File: src/rtl/dmem_responder_if.sv
// Request/response bus between the memory stage (master) and the data-memory
// responder (slave). One request in flight at a time, single-cycle response.
interface dmem_responder_if;
  logic        req_valid;
  logic        req_write;
  logic [15:0] req_addr;
  logic [15:0] req_wdata;
  logic        req_ready;
  logic        resp_valid;
  logic [15:0] resp_rdata;
  logic        resp_err;
  logic        busy;

  modport master (
    output req_valid, req_write, req_addr, req_wdata,
    input  req_ready, resp_valid, resp_rdata, resp_err, busy
  );

  modport slave (
    input  req_valid, req_write, req_addr, req_wdata,
    output req_ready, resp_valid, resp_rdata, resp_err, busy
  );
endinterface

File: src/rtl/dmem_responder.sv
// Data-memory responder: accepts one load/store at a time, waits a fixed
// number of cycles, performs the access on a word array and returns a
// one-cycle response. Reset clears control state but never the array.
module dmem_responder #(
  parameter int ADDR_BITS   = 8,
  parameter int WAIT_STATES = 2
) (
  input logic             clk,
  input logic             reset,
  dmem_responder_if.slave bus
);

  localparam int         DEPTH     = 1 << ADDR_BITS;
  localparam logic [3:0] WAIT_LOAD = (WAIT_STATES == 0) ? 4'd0 : 4'(WAIT_STATES - 1);

  typedef enum logic [1:0] {S_IDLE, S_WAIT, S_RESP} state_t;

  state_t      state_q;
  logic [3:0]  cnt_q;
  logic        write_q;
  logic [15:0] addr_q;
  logic [15:0] wdata_q;
  logic [15:0] rdata_q;
  logic        err_q;
  logic [15:0] mem_q [DEPTH];

  logic                 accept;
  logic                 enterResp;
  logic                 accWrite;
  logic [15:0]          accAddr;
  logic [15:0]          accWdata;
  logic                 accErr;
  logic [ADDR_BITS-1:0] accIndex;
  logic                 memWe;

  // Pick the request that performs its access this edge: the latched one when
  // leaving WAIT, the live inputs when zero wait states go straight to RESP.
  always_comb begin
    accept    = bus.req_valid && (state_q != S_WAIT);
    enterResp = ((state_q == S_WAIT) && (cnt_q == 4'd0)) ||
                (accept && (WAIT_STATES == 0));
    if (state_q == S_WAIT) begin
      accWrite = write_q;
      accAddr  = addr_q;
      accWdata = wdata_q;
    end else begin
      accWrite = bus.req_write;
      accAddr  = bus.req_addr;
      accWdata = bus.req_wdata;
    end
    accErr   = |(accAddr >> ADDR_BITS);
    accIndex = accAddr[ADDR_BITS-1:0];
    memWe    = reset && enterResp && accWrite && !accErr;
  end

  // Control FSM with registered response data; response fields are zero
  // except during the RESP cycle.
  always_ff @(posedge clk) begin
    if (!reset) begin
      state_q <= S_IDLE;
      cnt_q   <= 4'd0;
      write_q <= 1'b0;
      addr_q  <= 16'd0;
      wdata_q <= 16'd0;
      rdata_q <= 16'd0;
      err_q   <= 1'b0;
    end else begin
      rdata_q <= 16'd0;
      err_q   <= 1'b0;
      if (enterResp) begin
        rdata_q <= (!accWrite && !accErr) ? mem_q[accIndex] : 16'd0;
        err_q   <= accErr;
      end
      if (accept) begin
        write_q <= bus.req_write;
        addr_q  <= bus.req_addr;
        wdata_q <= bus.req_wdata;
      end
      case (state_q)
        S_IDLE, S_RESP: begin
          if (accept) begin
            state_q <= (WAIT_STATES == 0) ? S_RESP : S_WAIT;
            cnt_q   <= WAIT_LOAD;
          end else begin
            state_q <= S_IDLE;
          end
        end
        S_WAIT: begin
          if (cnt_q == 4'd0) begin
            state_q <= S_RESP;
          end else begin
            cnt_q <= cnt_q - 4'd1;
          end
        end
        default: state_q <= S_IDLE;
      endcase
    end
  end

  // Array write; held off by reset so a coinciding store is discarded.
  always_ff @(posedge clk) begin
    if (memWe) begin
      mem_q[accIndex] <= accWdata;
    end
  end

  assign bus.req_ready  = (state_q != S_WAIT);
  assign bus.busy       = (state_q == S_WAIT);
  assign bus.resp_valid = (state_q == S_RESP);
  assign bus.resp_rdata = rdata_q;
  assign bus.resp_err   = err_q;

endmodule

File: src/flat_wrapper.sv
// flat-port wrapper written by rule: the top's interface ports become plain ports
module dmem_responder_flat 
#(
  parameter int ADDR_BITS   = 8,
  parameter int WAIT_STATES = 2
)
  (clk, reset, bus_req_valid, bus_req_write, bus_req_addr, bus_req_wdata, bus_req_ready, bus_resp_valid, bus_resp_rdata, bus_resp_err, bus_busy);
  dmem_responder_if bus_i ();
  input logic clk;
  input logic reset;
  input wire logic [$bits(bus_i.req_valid)-1:0] bus_req_valid;
  input wire logic [$bits(bus_i.req_write)-1:0] bus_req_write;
  input wire logic [$bits(bus_i.req_addr)-1:0] bus_req_addr;
  input wire logic [$bits(bus_i.req_wdata)-1:0] bus_req_wdata;
  output wire logic [$bits(bus_i.req_ready)-1:0] bus_req_ready;
  output wire logic [$bits(bus_i.resp_valid)-1:0] bus_resp_valid;
  output wire logic [$bits(bus_i.resp_rdata)-1:0] bus_resp_rdata;
  output wire logic [$bits(bus_i.resp_err)-1:0] bus_resp_err;
  output wire logic [$bits(bus_i.busy)-1:0] bus_busy;
  assign bus_i.req_valid = bus_req_valid;
  assign bus_i.req_write = bus_req_write;
  assign bus_i.req_addr = bus_req_addr;
  assign bus_i.req_wdata = bus_req_wdata;
  assign bus_req_ready = bus_i.req_ready;
  assign bus_resp_valid = bus_i.resp_valid;
  assign bus_resp_rdata = bus_i.resp_rdata;
  assign bus_resp_err = bus_i.resp_err;
  assign bus_busy = bus_i.busy;
  dmem_responder #(.ADDR_BITS(ADDR_BITS), .WAIT_STATES(WAIT_STATES)) u_core (.clk(clk), .reset(reset), .bus(bus_i));
endmodule
File: config.mk
export PLATFORM = sky130hd
export DESIGN_NAME = dmem_responder_flat
export DESIGN_NICKNAME = d
export VERILOG_FILES = /design/src/rtl/dmem_responder_if.sv /design/src/rtl/dmem_responder.sv /design/src/flat_wrapper.sv
export SDC_FILE = /design/constraint.sdc
export NUM_CORES = 2
export LEC_CHECK = 0
export CAP_MARGIN = 5
export CORE_MARGIN = 5
export CORE_UTILIZATION = 40
export DETAILED_ROUTE_END_ITERATION = 10
export GPL_ROUTABILITY_DRIVEN = 0
export PLACE_DENSITY = 0.62
export SLEW_MARGIN = 20
export SYNTH_ARGS = -nofsm -noshare
export SYNTH_HDL_FRONTEND = slang
export SYNTH_SLANG_ARGS = --single-unit
File: constraint.sdc
create_clock -name clk -period 7.8 [get_ports clk]
set_input_delay 0.78 -clock clk [delete_from_list [all_inputs] [get_ports clk]]
set_output_delay 0.78 -clock clk [all_outputs]
set_load 0.1 [all_outputs]
==> impl_metrics.toml <==
[clocking]
worstSkewPairLatency_ns = 0.98
cts-root-buf = "clkbuf_16"
clockBufferDepth = 4
cts_resized = 0
clk_pin_slew_worst_paths_ns = 0.06
htreeDepth = 5
post_cts_buffers = 0
holdBufCountCts = 0
cts-buffers-inserted = 401
clock_sinks = 4152
cts_tree = "yes"

[floorplan]
die_x_um = 628
start_util = 0.401
io_pins = 56
rows = 227
core_sq_mm = 0.381
dieHeight_um = 628
die_area_sq_mm = 0.395

[grt]
grt_pass1_wl_um = 629000
antenna_found_initial = 19
grt_max_degree = 197
first_global_vias = 85676
grt.total_usage = 0.215
grt-ovfl-total = 0

[worst_setup_path]
r2r-start = "u_core.state_q[1]"
cp.required_ns = 8.63
regToRegEndpoint = "u_core.bus.resp_rdata[7]"
criticalPathCategory = "flop to flop"
r2r_cells = 10
max_stage_delay_ns = 0.97
arrival_ns = 6.22
cp-start-kind = "flop"
r2r_slack_ns = 2.41
end_kind = "flop"
path_common_cell = "buf_12"
path_cells = "nand2b_2 -> buf_4 -> a31o_4 -> buf_12 -> buf_12 -> a22oi_1 -> a21oi_1 -> o41ai_2 -> a41oi_1 -> o41a_1"
cp_max_fo = 128
cp_slowest_cell = "o41ai_2"

[placement]
numPortBuffers = 55
place_hpwl_um = 247000
dpl_cell_area_sq_mm = 0.162

[sta]
fmax_mhz = 186
finalCriticalPeriod_ns = 5.39
timing.final.crit_share = 0.691
hold_viol_final = 0
slew_headroom = 0.0524
fin_worst_skew_ns = 0.0669
fin_tns_setup_ns = 0
report.final.slew_viol_count = 0
rsz0062_at_grt = "false"
setup_viol = 0
tightest_slew_ns = 1.42

[synthesis]
synth_top_family_by_area = "compound AO/OA/AOI/OAI gates"
synthArstFlopShare = 0
synth_top_cell_by_area = "edfxtp_1"
ys_seq_area_frac = 0.812
synthFlopType = "edfxtp_1"
yosysTopAreaCellShare = 0.804
muxShareOfSynthArea = 0.000155
synth_area_leaders = "edfxtp_1 (80%), a22oi_1 (10%), a21oi_1 (3.4%), o41ai_1 (1.4%), clkbuf_1 (0.82%)"
ys_seq_elements = 4152
synth_cell_types = 45
syn-num-nets = 8774
synth-compound-area-share = 0.157
synth_fa_ha_area_frac = 0.0000818
synth_cells = 8737
yosys_warnings = 0
syn-cell-area_sq_mm = 0.153
synth_edf_count = 4096
synth-simple-area-share = 0.0119
syn_avg_cell_area_sq_um = 17.5
synth-xor-area-share = 0.000115

[cells_and_area]
final_layout_size_suffix_gt1_frac = 0.123
most-common-layout-cells = "edfxtp_1 (4,096), a22oi_1 (2,048), a21oi_1 (1,024), clkbuf_16 (405), buf_4 (402)"
area_growth_pct = 14.3
fin_area_sq_mm = 0.175
layout_commonest_cell = "edfxtp_1"
final_nets = 9041

[status]
status = "finished, final reports clean"

[min_path]
worstHoldPathType = "input pin to flop"
holdPathEnd = "u_core.addr_q[14]"
hp-start = "bus_req_addr[14]"
worstHoldPathCells = 3

[drt]
drtAntennaViolNets = 0
dr.first_iter.drc_count = 12835
m1WireLength_um = 172000
wl_per_cell_um = 30.9
first_pass_iters = 6
drc = 0
route.met2.wl_um = 208000
vias = 88994
routed_via_density = 6.19
dr_wl_met3_um = 45000
drt_wl_total_um = 445000
maxUsedRoutingLayer = "met5"

[power]
leakage_nw = 52.4
ir_drop_mv = 0.192
power_density_mw_per_mm2 = 273

[flow_run]
drv_cap = 0
==> critical path: cells and delay by family (launching register included) <==
| family | cells | cell delay, ns |
|---|---|---|
| and+or+nand+nor | 1 | 0.22 |
| AOI/OAI and AO/OA | 6 | 3.37 |
| buffers and inverters | 3 | 0.98 |
| DFF | 1 | 0.34 |
==> routing by layer <==
metal  vias to the layer above  track usage
met5                         -            0
met4                        14       0.0854
met3                       836       0.0443
met2                      5321        0.340
met1                     45856        0.294
li1                      36967            -
==> cells in the mapped netlist (2+ instances only) <==
library cell / number
o41a_1: 16
edfxtp_1: 4096
nor2b_1: 5
o41ai_2: 5
dfxtp_1: 56
xor2_1: 2
o31ai_1: 5
inv_1: 5
a21boi_0: 34
buf_6: 18
o41ai_1: 251
and3_1: 2
a21oi_1: 1024
nor3_1: 2
nand2b_1: 6
clkbuf_1: 335
nand3_1: 6
nand3b_1: 7
or3_1: 2
a22oi_1: 2048
or4_1: 2
o21ai_0: 7
a41oi_1: 64
buf_2: 237
buf_1: 45
buf_4: 17
nand2_1: 157
o21a_1: 6
nor2_1: 260
and2_1: 2
==> flip-flops by register name, indices dropped and copies added, names as in the netlist <==
name / flops
u_core.addr_q: 16
u_core.bus.resp_err: 1
u_core.bus.resp_rdata: 16
u_core.cnt_q: 4
u_core.mem_q: 4096
u_core.state_q: 2
u_core.wdata_q: 16
u_core.write_q: 1
==> final cells by class <==
class	instances	area [sq um]
inverter	6	27.5
antenna	10	25.0
sequential	4152	124000
fill	31723	207000
timing repair buffer	516	4710
tap	5038	6300
multi-input combinational	3927	26700
clock buffer	498	10500
clock inverter	232	2370
==> worst max-delay path by stage <==
stage / from / endpoint
6_report: u_core.state_q[1] / u_core.bus.resp_rdata[7]
4_1_cts: u_core.state_q[1] / u_core.bus.resp_rdata[1]
5_1_grt: u_core.state_q[1] / u_core.bus.resp_rdata[7]
3_3_place_gp: bus_req_addr[0] / u_core.bus.resp_rdata[11]
2_1_floorplan: u_core.state_q[1] / u_core.mem_q[0][10]
3_5_place_dp: bus_req_addr[1] / u_core.bus.resp_rdata[7]
==> cell families after synthesis <==
kind of cell,after synthesis
mux,2
xor+xnor,2
flops,4152
compound gates,3466
buf+inv,658
fa+ha+maj,1
simple gates,456
==> stage by stage <==
stage          std cells  setup slack, ns  total power, mW   util  hold WS, ns
6_report           14379             2.41             47.7  0.458        0.372
3_3_place_gp       13633             1.81             29.0  0.423        0.445
4_1_cts            14367             2.49             47.8  0.458        0.307
2_1_floorplan       8737             1.28             27.6      -        0.438
3_5_place_dp       13637             2.04             29.1  0.424        0.457
5_1_grt            14373             2.28             49.0  0.458        0.368
==> report_power, final <==
group	total, mW	internal [mW]	switching (mW)
combinational	3.75	0.880	2.87
clock	19.0	10.7	8.29
sequential	24.9	24.9	0.0149
Note: power is estimated with default switching activity, not from simulation.
